$ cat config.mk
export PLATFORM = sky130hd
export DESIGN_NAME = key_history_mux_flat
export DESIGN_NICKNAME = d
export VERILOG_FILES = /design/src/rtl/keypad_pkg.sv /design/src/rtl/key_history_mux_if.sv /design/src/rtl/digit_mux.sv /design/src/rtl/key_history_mux.sv /design/src/flat_wrapper.sv
export SDC_FILE = /design/constraint.sdc
export NUM_CORES = 1
export LEC_CHECK = 0
export CAP_MARGIN = 10
export CORE_UTILIZATION = 35
export DETAILED_ROUTE_END_ITERATION = 7
export PLACE_DENSITY = 0.53
export SYNTH_ARGS = -nofsm -noshare
export SYNTH_HDL_FRONTEND = slang
export SYNTH_SLANG_ARGS = --single-unit
$ cat constraint.sdc
create_clock -name clk -period 1.8 [get_ports clk]
set_input_delay 0.18 -clock clk [delete_from_list [all_inputs] [get_ports clk]]
set_output_delay 0.18 -clock clk [all_outputs]
set_load 0.03 [all_outputs]
$ cat src/rtl/keypad_pkg.sv
// Shared types and constants for the keypad scanner back end.
// The debounce state encoding and the anode patterns live here.
package keypad_pkg;

    typedef enum logic [1:0] {
        IDLE        = 2'd0,
        DEB_PRESS   = 2'd1,
        HELD        = 2'd2,
        DEB_RELEASE = 2'd3
    } debounce_state_t;

    localparam logic [1:0] AN_NEW = 2'b10;
    localparam logic [1:0] AN_OLD = 2'b01;

endpackage

$ cat src/rtl/key_history_mux_if.sv
// Scanner-side link: decoded key and strobe in, history feedback and accept pulse out.
interface key_history_mux_if;

    logic [3:0] key_code;
    logic       key_strobe;
    logic [3:0] prev_num;
    logic       key_accept;

    modport master (
        output key_code,
        output key_strobe,
        input  prev_num,
        input  key_accept
    );

    modport slave (
        input  key_code,
        input  key_strobe,
        output prev_num,
        output key_accept
    );

endinterface

$ cat src/rtl/digit_mux.sv
// Alternates the two history digits onto the shared seven-segment decoder.
// Outputs are decoded combinationally from a registered select, so they never glitch.
module digit_mux
    import keypad_pkg::*;
#(
    parameter int MUX_CYCLES = 24000
) (
    input  logic       clk,
    input  logic       nrst,
    input  logic [3:0] digit_new,
    input  logic [3:0] digit_old,
    output logic [3:0] seg_digit,
    output logic [1:0] an_n
);

    localparam int MW = (MUX_CYCLES > 1) ? $clog2(MUX_CYCLES) : 1;
    localparam logic [MW-1:0] MCNT_LAST = MW'(MUX_CYCLES - 1);

    logic [MW-1:0] r_mcnt;
    logic          r_sel;

    always_ff @(posedge clk) begin
        if (!nrst) begin
            r_mcnt <= '0;
            r_sel  <= 1'b0;
        end else if (r_mcnt == MCNT_LAST) begin
            r_mcnt <= '0;
            r_sel  <= ~r_sel;
        end else begin
            r_mcnt <= r_mcnt + MW'(1);
        end
    end

    always_comb begin
        an_n      = AN_NEW;
        seg_digit = digit_new;
        if (r_sel) begin
            an_n      = AN_OLD;
            seg_digit = digit_old;
        end
    end

endmodule

$ cat src/rtl/key_history_mux.sv
// Debounces scanner key presses/releases, keeps a two-digit history and
// drives the multiplexed display of that history.
module key_history_mux
    import keypad_pkg::*;
#(
    parameter int DEBOUNCE_CYCLES = 20000,
    parameter int MUX_CYCLES      = 24000
) (
    input  logic              clk,
    input  logic              nrst,
    key_history_mux_if.slave  bus,
    output logic [3:0]        digit_new,
    output logic [3:0]        digit_old,
    output logic [3:0]        seg_digit,
    output logic [1:0]        an_n
);

    localparam int CW = (DEBOUNCE_CYCLES > 1) ? $clog2(DEBOUNCE_CYCLES) : 1;
    localparam logic [CW-1:0] CNT_LAST = CW'(DEBOUNCE_CYCLES - 2);

    debounce_state_t r_state, w_stateNext;
    logic [CW-1:0]   r_cnt, w_cntNext;
    logic [3:0]      r_cand, w_candNext;
    logic [3:0]      r_digitNew, w_digitNewNext;
    logic [3:0]      r_digitOld, w_digitOldNext;
    logic            r_accept, w_acceptNext;

    always_ff @(posedge clk) begin
        if (!nrst) begin
            r_state    <= IDLE;
            r_cnt      <= '0;
            r_cand     <= '0;
            r_digitNew <= '0;
            r_digitOld <= '0;
            r_accept   <= 1'b0;
        end else begin
            r_state    <= w_stateNext;
            r_cnt      <= w_cntNext;
            r_cand     <= w_candNext;
            r_digitNew <= w_digitNewNext;
            r_digitOld <= w_digitOldNext;
            r_accept   <= w_acceptNext;
        end
    end

    // Repeated presses of one key are distinguished only by the release debounce.
    always_comb begin
        w_stateNext    = r_state;
        w_cntNext      = r_cnt;
        w_candNext     = r_cand;
        w_digitNewNext = r_digitNew;
        w_digitOldNext = r_digitOld;
        w_acceptNext   = 1'b0;
        case (r_state)
            IDLE: begin
                if (bus.key_strobe) begin
                    w_candNext  = bus.key_code;
                    w_cntNext   = '0;
                    w_stateNext = DEB_PRESS;
                end
            end
            DEB_PRESS: begin
                if (!bus.key_strobe || (bus.key_code != r_cand)) begin
                    w_stateNext = IDLE;
                end else if (r_cnt == CNT_LAST) begin
                    w_digitOldNext = r_digitNew;
                    w_digitNewNext = r_cand;
                    w_acceptNext   = 1'b1;
                    w_stateNext    = HELD;
                end else begin
                    w_cntNext = r_cnt + CW'(1);
                end
            end
            HELD: begin
                if (!bus.key_strobe) begin
                    w_cntNext   = '0;
                    w_stateNext = DEB_RELEASE;
                end
            end
            DEB_RELEASE: begin
                if (bus.key_strobe) begin
                    w_stateNext = HELD;
                end else if (r_cnt == CNT_LAST) begin
                    w_stateNext = IDLE;
                end else begin
                    w_cntNext = r_cnt + CW'(1);
                end
            end
            default: w_stateNext = IDLE;
        endcase
    end

    assign bus.prev_num   = r_digitNew;
    assign bus.key_accept = r_accept;
    assign digit_new      = r_digitNew;
    assign digit_old      = r_digitOld;

    digit_mux #(
        .MUX_CYCLES (MUX_CYCLES)
    ) u_digit_mux (
        .clk       (clk),
        .nrst      (nrst),
        .digit_new (r_digitNew),
        .digit_old (r_digitOld),
        .seg_digit (seg_digit),
        .an_n      (an_n)
    );

endmodule

$ cat src/flat_wrapper.sv
// flat-port wrapper written by rule: the top's interface ports become plain ports
module key_history_mux_flat import keypad_pkg::*;
#(
    parameter int DEBOUNCE_CYCLES = 20000,
    parameter int MUX_CYCLES      = 24000
)
  (clk, nrst, digit_new, digit_old, seg_digit, an_n, bus_key_code, bus_key_strobe, bus_prev_num, bus_key_accept);
  key_history_mux_if bus_i ();
  input  logic clk;
  input  logic nrst;
  output logic [3:0] digit_new;
  output logic [3:0] digit_old;
  output logic [3:0] seg_digit;
  output logic [1:0] an_n;
  input wire logic [$bits(bus_i.key_code)-1:0] bus_key_code;
  input wire logic [$bits(bus_i.key_strobe)-1:0] bus_key_strobe;
  output wire logic [$bits(bus_i.prev_num)-1:0] bus_prev_num;
  output wire logic [$bits(bus_i.key_accept)-1:0] bus_key_accept;
  assign bus_i.key_code = bus_key_code;
  assign bus_i.key_strobe = bus_key_strobe;
  assign bus_prev_num = bus_i.prev_num;
  assign bus_key_accept = bus_i.key_accept;
  key_history_mux #(.DEBOUNCE_CYCLES(DEBOUNCE_CYCLES), .MUX_CYCLES(MUX_CYCLES)) u_core (.clk(clk), .nrst(nrst), .bus(bus_i), .digit_new(digit_new), .digit_old(digit_old), .seg_digit(seg_digit), .an_n(an_n));
endmodule
Word-level counts from Yosys, hierarchy flattened
Cells that the tools add are included.
Storage, ports and cells
  flip-flop bits (word level): 46
  word-level logic and storage cells: 51
Operators by class
  add/subtract/negate cells: 2
  equal/unequal tests: 12
  mux-type cells: 16
  bitwise gates (word level): 4
  reductions and logical operators: 9
Operators with widths (count)
  15-bit two-way mux: 5
  15-bit one-hot mux with 4 select lines: 1
  15-bit by 1-bit adder with 15-bit output (second input constant): 2
  15-bit equality test (second input constant): 2
  2-bit two-way mux: 7
  2-bit != test (second input constant): 4
  2-bit one-hot mux with 4 select lines: 1
  4-bit AND reduction: 2
  2-bit equality test (second input constant): 2
  4-bit two-way mux: 1
  4-bit != test: 1
  1-bit inverter: 4
  3-bit by 1-bit != test with 1-bit output (second input constant): 1
  3-bit by 2-bit != test with 1-bit output (second input constant): 1
  3-bit AND reduction: 1
  3-bit OR reduction: 1
  2-bit by 1-bit equality test with 1-bit output (second input constant): 1
  2-bit zero test: 1
  2-bit AND reduction: 1
  2-bit OR reduction: 1
  1-bit zero test: 1
  1-bit logical OR: 1
  1-bit two-way mux: 1

Logic depth before layout (Yosys ltp)
  word-level depth: 4
  depth in mapped cells: 9
  depth with buffers taken out: 7

Cells and area by module
Synthesis repeated with hierarchy kept, for this count alone.
Second synthesis, totals
  cell total of the unflattened synthesis: 278
  area total of the unflattened synthesis: 2361.0 um^2
By module, submodules not included
  key_history_mux: times used 1, cells each 191, area an instance 1594.0 um^2, sequential area each 600.6 um^2
  digit_mux: times used 1, cells each 87, area an instance 767.0 um^2, sequential area each 320.3 um^2

Least setup slack after synthesis
Ideal clock, no wire load.
  path type: flip-flop to flip-flop
  start: register u_core.r_cnt[0]
  end: register u_core.r_cnt[0]
  data arrival time: 1.542 ns
  data required time: 1.672 ns
  setup slack: 0.131 ns
  cell stages (with the launch flop): 10
  buffers on the path: 2
  cell sequence: dfxtp_1 > inv_1 > ha_1 > nor4b_2 > nand4_2 > a31oi_4 > buf_6 > buf_6 > xnor2_1 > nor2_1
On the way
  longest elaborated chain between the ends: 4
RTL lines
  start, declared: RTL line key_history_mux.sv:22  | logic [CW-1:0] r_cnt, w_cntNext;
  start signal, assigned: RTL line key_history_mux.sv:38  | r_cnt <= w_cntNext;
  15-bit by 1-bit adder with 15-bit output / 15-bit equality test (equally long branches)
  15-bit two-way mux (*): RTL line key_history_mux.sv:65, key_history_mux.sv:83
  15-bit two-way mux (on tied branches): RTL line key_history_mux.sv:81, key_history_mux.sv:63
  15-bit one-hot mux with 4 select lines (*): RTL line key_history_mux.sv:54  | case (r_state)
Mark *: on every way between the ends. The rest lies on a longest branch, timed or not. The select of a mux whose other input is x is not followed.
A chain may end at the register's enable or synchronous reset.

Final worst setup path
  start: register u_core.r_cand[1]
  end: register u_core.r_cnt[9]
On the way
  longest elaborated chain between the ends: 4
RTL lines
  start, declared: RTL line key_history_mux.sv:23  | logic [3:0] r_cand, w_candNext;
  start signal, assigned: RTL line key_history_mux.sv:39  | r_cand <= w_candNext;
  4-bit != test: RTL line key_history_mux.sv:63  | if (!bus.key_strobe || (bus.key_code != r_cand)) begin
  1-bit logical OR: RTL line key_history_mux.sv:63
  2-bit != test (no source line)
  4-bit AND reduction (no source line)
No other way between the ends.

==> metrics.md <==
| Metric | Value |
|---|---|
| Number of global-route vias before repair | between 1500 and 2000 |
| Post-Syn Instances | approximately 240 |
| Core area | slightly below 6000 µm² |
| Placed cell count | around 340 |
| Wirelength per Cell | between 10 and 15 µm |
| Final setup TNS | 0 ns |
| Root Buffer Master | clkbuf_8 |
| CTS hold repair buffers | 0 |
| Hold Path Depth | 1 |
| Initial antenna violation count | 0 |
| Clock Sinks | 46 |
| PD cells | about 670 nW/µm² |
| Min-delay worst type | register to register |
| CTS HTree Levels | 2 |
| # nets final | ~290 |
| Hold Slack | approximately 0.47 ns |
| CP max-delay cell | or3_1 |
| Worst-skew pair later-pin latency | approximately 0.30 ns |
| Antenna Nets Post-Route | 0 |
| Synth async-reset ratio | 0% |
| Hold path endpoint | u_core.u_digit_mux.r_mcnt[0] |
| Drt drc | 0 |
| Switch Pwr | 458.4 µW |
| Fraction of layout cells with a size suffix above 1 | between 10% and 20% |
| Logic pwr share | between 7 and 8% |
| Final WL | 4222 µm |
| Largest family of logic cells by synthesized area | simple AND/OR/NAND/NOR gates |
| Synth Area in Adders | about 1.7% |
| Top_reg_cell synth | dfxtp_1 |
| Worst r2r src | u_core.r_cand[1] |
| R2R cell count | 6 |
| Grt ovf | 0 |
| Clock power frac | about 36% |
| Final HPWL DP | between 2000 and 3000 µm |
| Fin. max-slew vios | 0 |
| Pint | roughly 1400 µW |
| Metal2 WL | 1873 µm |
| Sequential area share after synthesis | a little over two fifths |
| Final Skew | 0.003316 ns |
| Met3 WL post-DR | approximately 190 µm |
| Reg power frac | 56.9% |
| First-pass GRT wire length | between 7000 and 8000 µm |
| # IOs | 26 |
| Die area | approximately 6500 µm² |
| Die height | 80.62 µm |
| Fillers | roughly 610 |
| Largest cells by area after synthesis | dfxtp_1, mux2i_1, nor2_1 |
| Fin cells | ~350 |
| Worst Path Required | around 2 ns |
| Post-Synth XOR/XNOR Area | 8.097% |
| Largest net degree at the start of global routing | 18 |
| Drt first pass iters | 4 |
| Fraction of the mapped netlist area in simple logic gates | about 26% |
| Post-synth EDFFs | 0 |
| M1 WL | 2109 µm |
| Leak | 0.001067 µW |
| Leading cell type by number of instances after synthesis | dfxtp_1 |
| Net Sw Frac | between 20% and 30% |
| Rel. slew slack | around 80% |
| Yosys cell types | 39 |
| Peak Freq | roughly 0.58 GHz |
| Drt initial violations | 41 |
| Die width | 80.62 µm |
| Setup crit start kind | register |
| Area Growth Syn to Fin | 26.78% |
| Max clock buf depth | 2 |
| Syn Std Cell Area | ~2200 µm² |
| R2r setup slk | approximately 0.09 ns |
| Max-cap violations | 0 |
| Total CTS buffers | 5 |
| Post-synth top cells | dfxtp_1, nor2_1, a21oi_1 |
| Area share of the largest cell type after synthesis | a little over two fifths |
| Leading area contributor after synthesis | dfxtp_1 |
| Syn nets | 248 |
| Synth Area in Compound Gates | a little under a tenth |
| IO Port Bufs | 25 |
| DR vias/cell | 4.867 |
| RD Place Congestion | 0.6963 |
| Reg clk slew, reported paths | about 0.09 ns |
| GRT Util Overall | 14.36% |
| Worst hold start | u_core.u_digit_mux.r_mcnt[0] |
| WS Path Type | register to register |
| Crit path DAT | ~1.9 ns |
| TritonCTS clock tree | done |
| Diode count | 0 |
| Status | finished clean |
| CP max FO | 17 |
| FP Rows | 28 |
| Worst path cell trace | xor2_1, o31ai_4, a31oi_4, buf_12, or3_1, a21oi_1 |
| Min Tclk post-route | approximately 1.7 ns |
| Average cell area after synthesis | 9.090 µm² |
| Final Setup Violations | 0 |
| CP max stage delay | about 0.35 ns |
| FF+latch count, synth | 46 |
| Synth warn | 0 |
| Fin crit share | 94.98% |
| Worst-Margin Slew | around 0.31 ns |
| CP endpoint kind | register |
| Final hold violation count | 0 |
| Capture point of the worst reg-to-reg path | u_core.r_cnt[9] |
| Highest metal used | met4 |
| Post-synthesis mux area share | around 7.6% |
| Vias | roughly 1700 |
| Max VDD drop | between 0.3 and 0.4 mV |
| Initial Util | between 30% and 40% |
[layout make-up]
cell class	instances	area, µm²	share of cell area, %
multi-input combinational	174	1169	42.61
clock inverter	3	25.02	0.9124
clock buffer	5	68.82	2.509
sequential	46	925.9	33.76
inverter	5	18.77	0.6843
timing repair buffer	45	441.7	16.10
tap	75	93.84	3.422
[power by group through the flow]
stage | registers (µW) | logic (µW) | clock network, µW
global placement | 1070 | 128 | 0
floorplan | 1070 | 80.8 | 0
global route | 1050 | 147 | 725
CTS | 1040 | 129 | 689
finish | 1050 | 132 | 658
detailed placement | 1070 | 129 | 0
[cell families after synthesis]
| kind of cell | after synthesis |
|---|---|
| buf+inv | 18 |
| simple gates | 103 |
| flops | 46 |
| fa+ha+maj | 3 |
| compound gates | 32 |
| mux | 16 |
| xor+xnor | 20 |
[worst max-delay path: cells and delay by family, from the launching register on]
family / cells / cell delay [ns]
xor gates and xnor gates: 1 / 0.19
buffers and inverters: 1 / 0.17
DFF: 1 / 0.34
AOI/OAI and AO/OA: 3 / 0.59
and+or+nand+nor: 1 / 0.35
[cell usage in the layout, fill, tap and decap left out, types with 2 or more instances in the layout]
cell type,netlist,routed
xor2_1,12,12
nand4_1,7,7
xnor2_1,8,8
nand3b_1,2,2
inv_1,4,3
clkbuf_8,0,5
dfxtp_1,46,42
or3_1,12,12
mux2i_1,12,11
nor3_1,2,2
buf_4,5,16
nand2_1,10,10
mux2_2,4,4
clkdlybuf4s50_1,0,21
o21ai_0,6,6
and2_1,5,5
nor2_1,32,32
ha_1,3,2
buf_12,0,2
or2_2,2,2
a21oi_1,14,13
nand3_1,13,13
dfxtp_2,0,4
dlygate4sd2_1,0,4
o21ai_1,7,7
and3_1,8,8
[metrics by stage]
stage / worst slack, ns / cell area (µm²) / total power, µW / util, %
floorplan: 0.1307 / 2163 / 1146 / -
global placement: -0.1614 / 2575 / 1197 / 43.24
detailed placement: -0.2073 / 2575 / 1197 / 43.24
CTS: 0.007067 / 2665 / 1863 / 44.75
global route: -0.004073 / 2743 / 1920 / 46.05
finish: 0.09033 / 2743 / 1836 / 46.05
[repair_timing]
action | 4_1_cts | 5_1_grt
gates cloned | 0 | 1
endpoints found under the setup margin | 4 | 20
buffers inserted | 0 | 2
resized for setup | 5 | 11
pin swaps | 0 | 5
[sequential cells by signal (all words and copies together) (netlist names)]
signal,count
u_core.u_digit_mux.r_mcnt,15
u_core.u_digit_mux.r_sel,1
u_core.bus.prev_num,4
u_core.r_cnt,15
u_core.bus.key_accept,1
u_core.r_state,2
u_core.digit_old,4
u_core.r_cand,4
[per-layer routing]
layer / vias to the layer above / track usage, %
li1: 901 / -
met1: 780 / 19.94
met2: 33 / 21.61
met3: 4 / 3.295
met4: 0 / 4.821
met5: - / 0
[how the worst max path moves through the flow]
| stage | cells past startpoint | startpoint | end | slack, ns |
|---|---|---|---|---|
| 3_3_place_gp | 7 | bus_key_code[0] | u_core.r_cnt[6] | -0.16 |
| 5_1_grt | 6 | u_core.r_cand[1] | u_core.r_cnt[7] | -0.004 |
| 6_report | 6 | u_core.r_cand[1] | u_core.r_cnt[9] | 0.09 |
| 2_1_floorplan | 9 | u_core.r_cnt[0] | u_core.r_cnt[0] | 0.13 |
| 3_5_place_dp | 7 | bus_key_code[0] | u_core.r_cnt[14] | -0.21 |
| 4_1_cts | 8 | u_core.r_cnt[0] | u_core.r_cnt[14] | 0.007 |
Note: power is estimated with default switching activity, not from simulation.
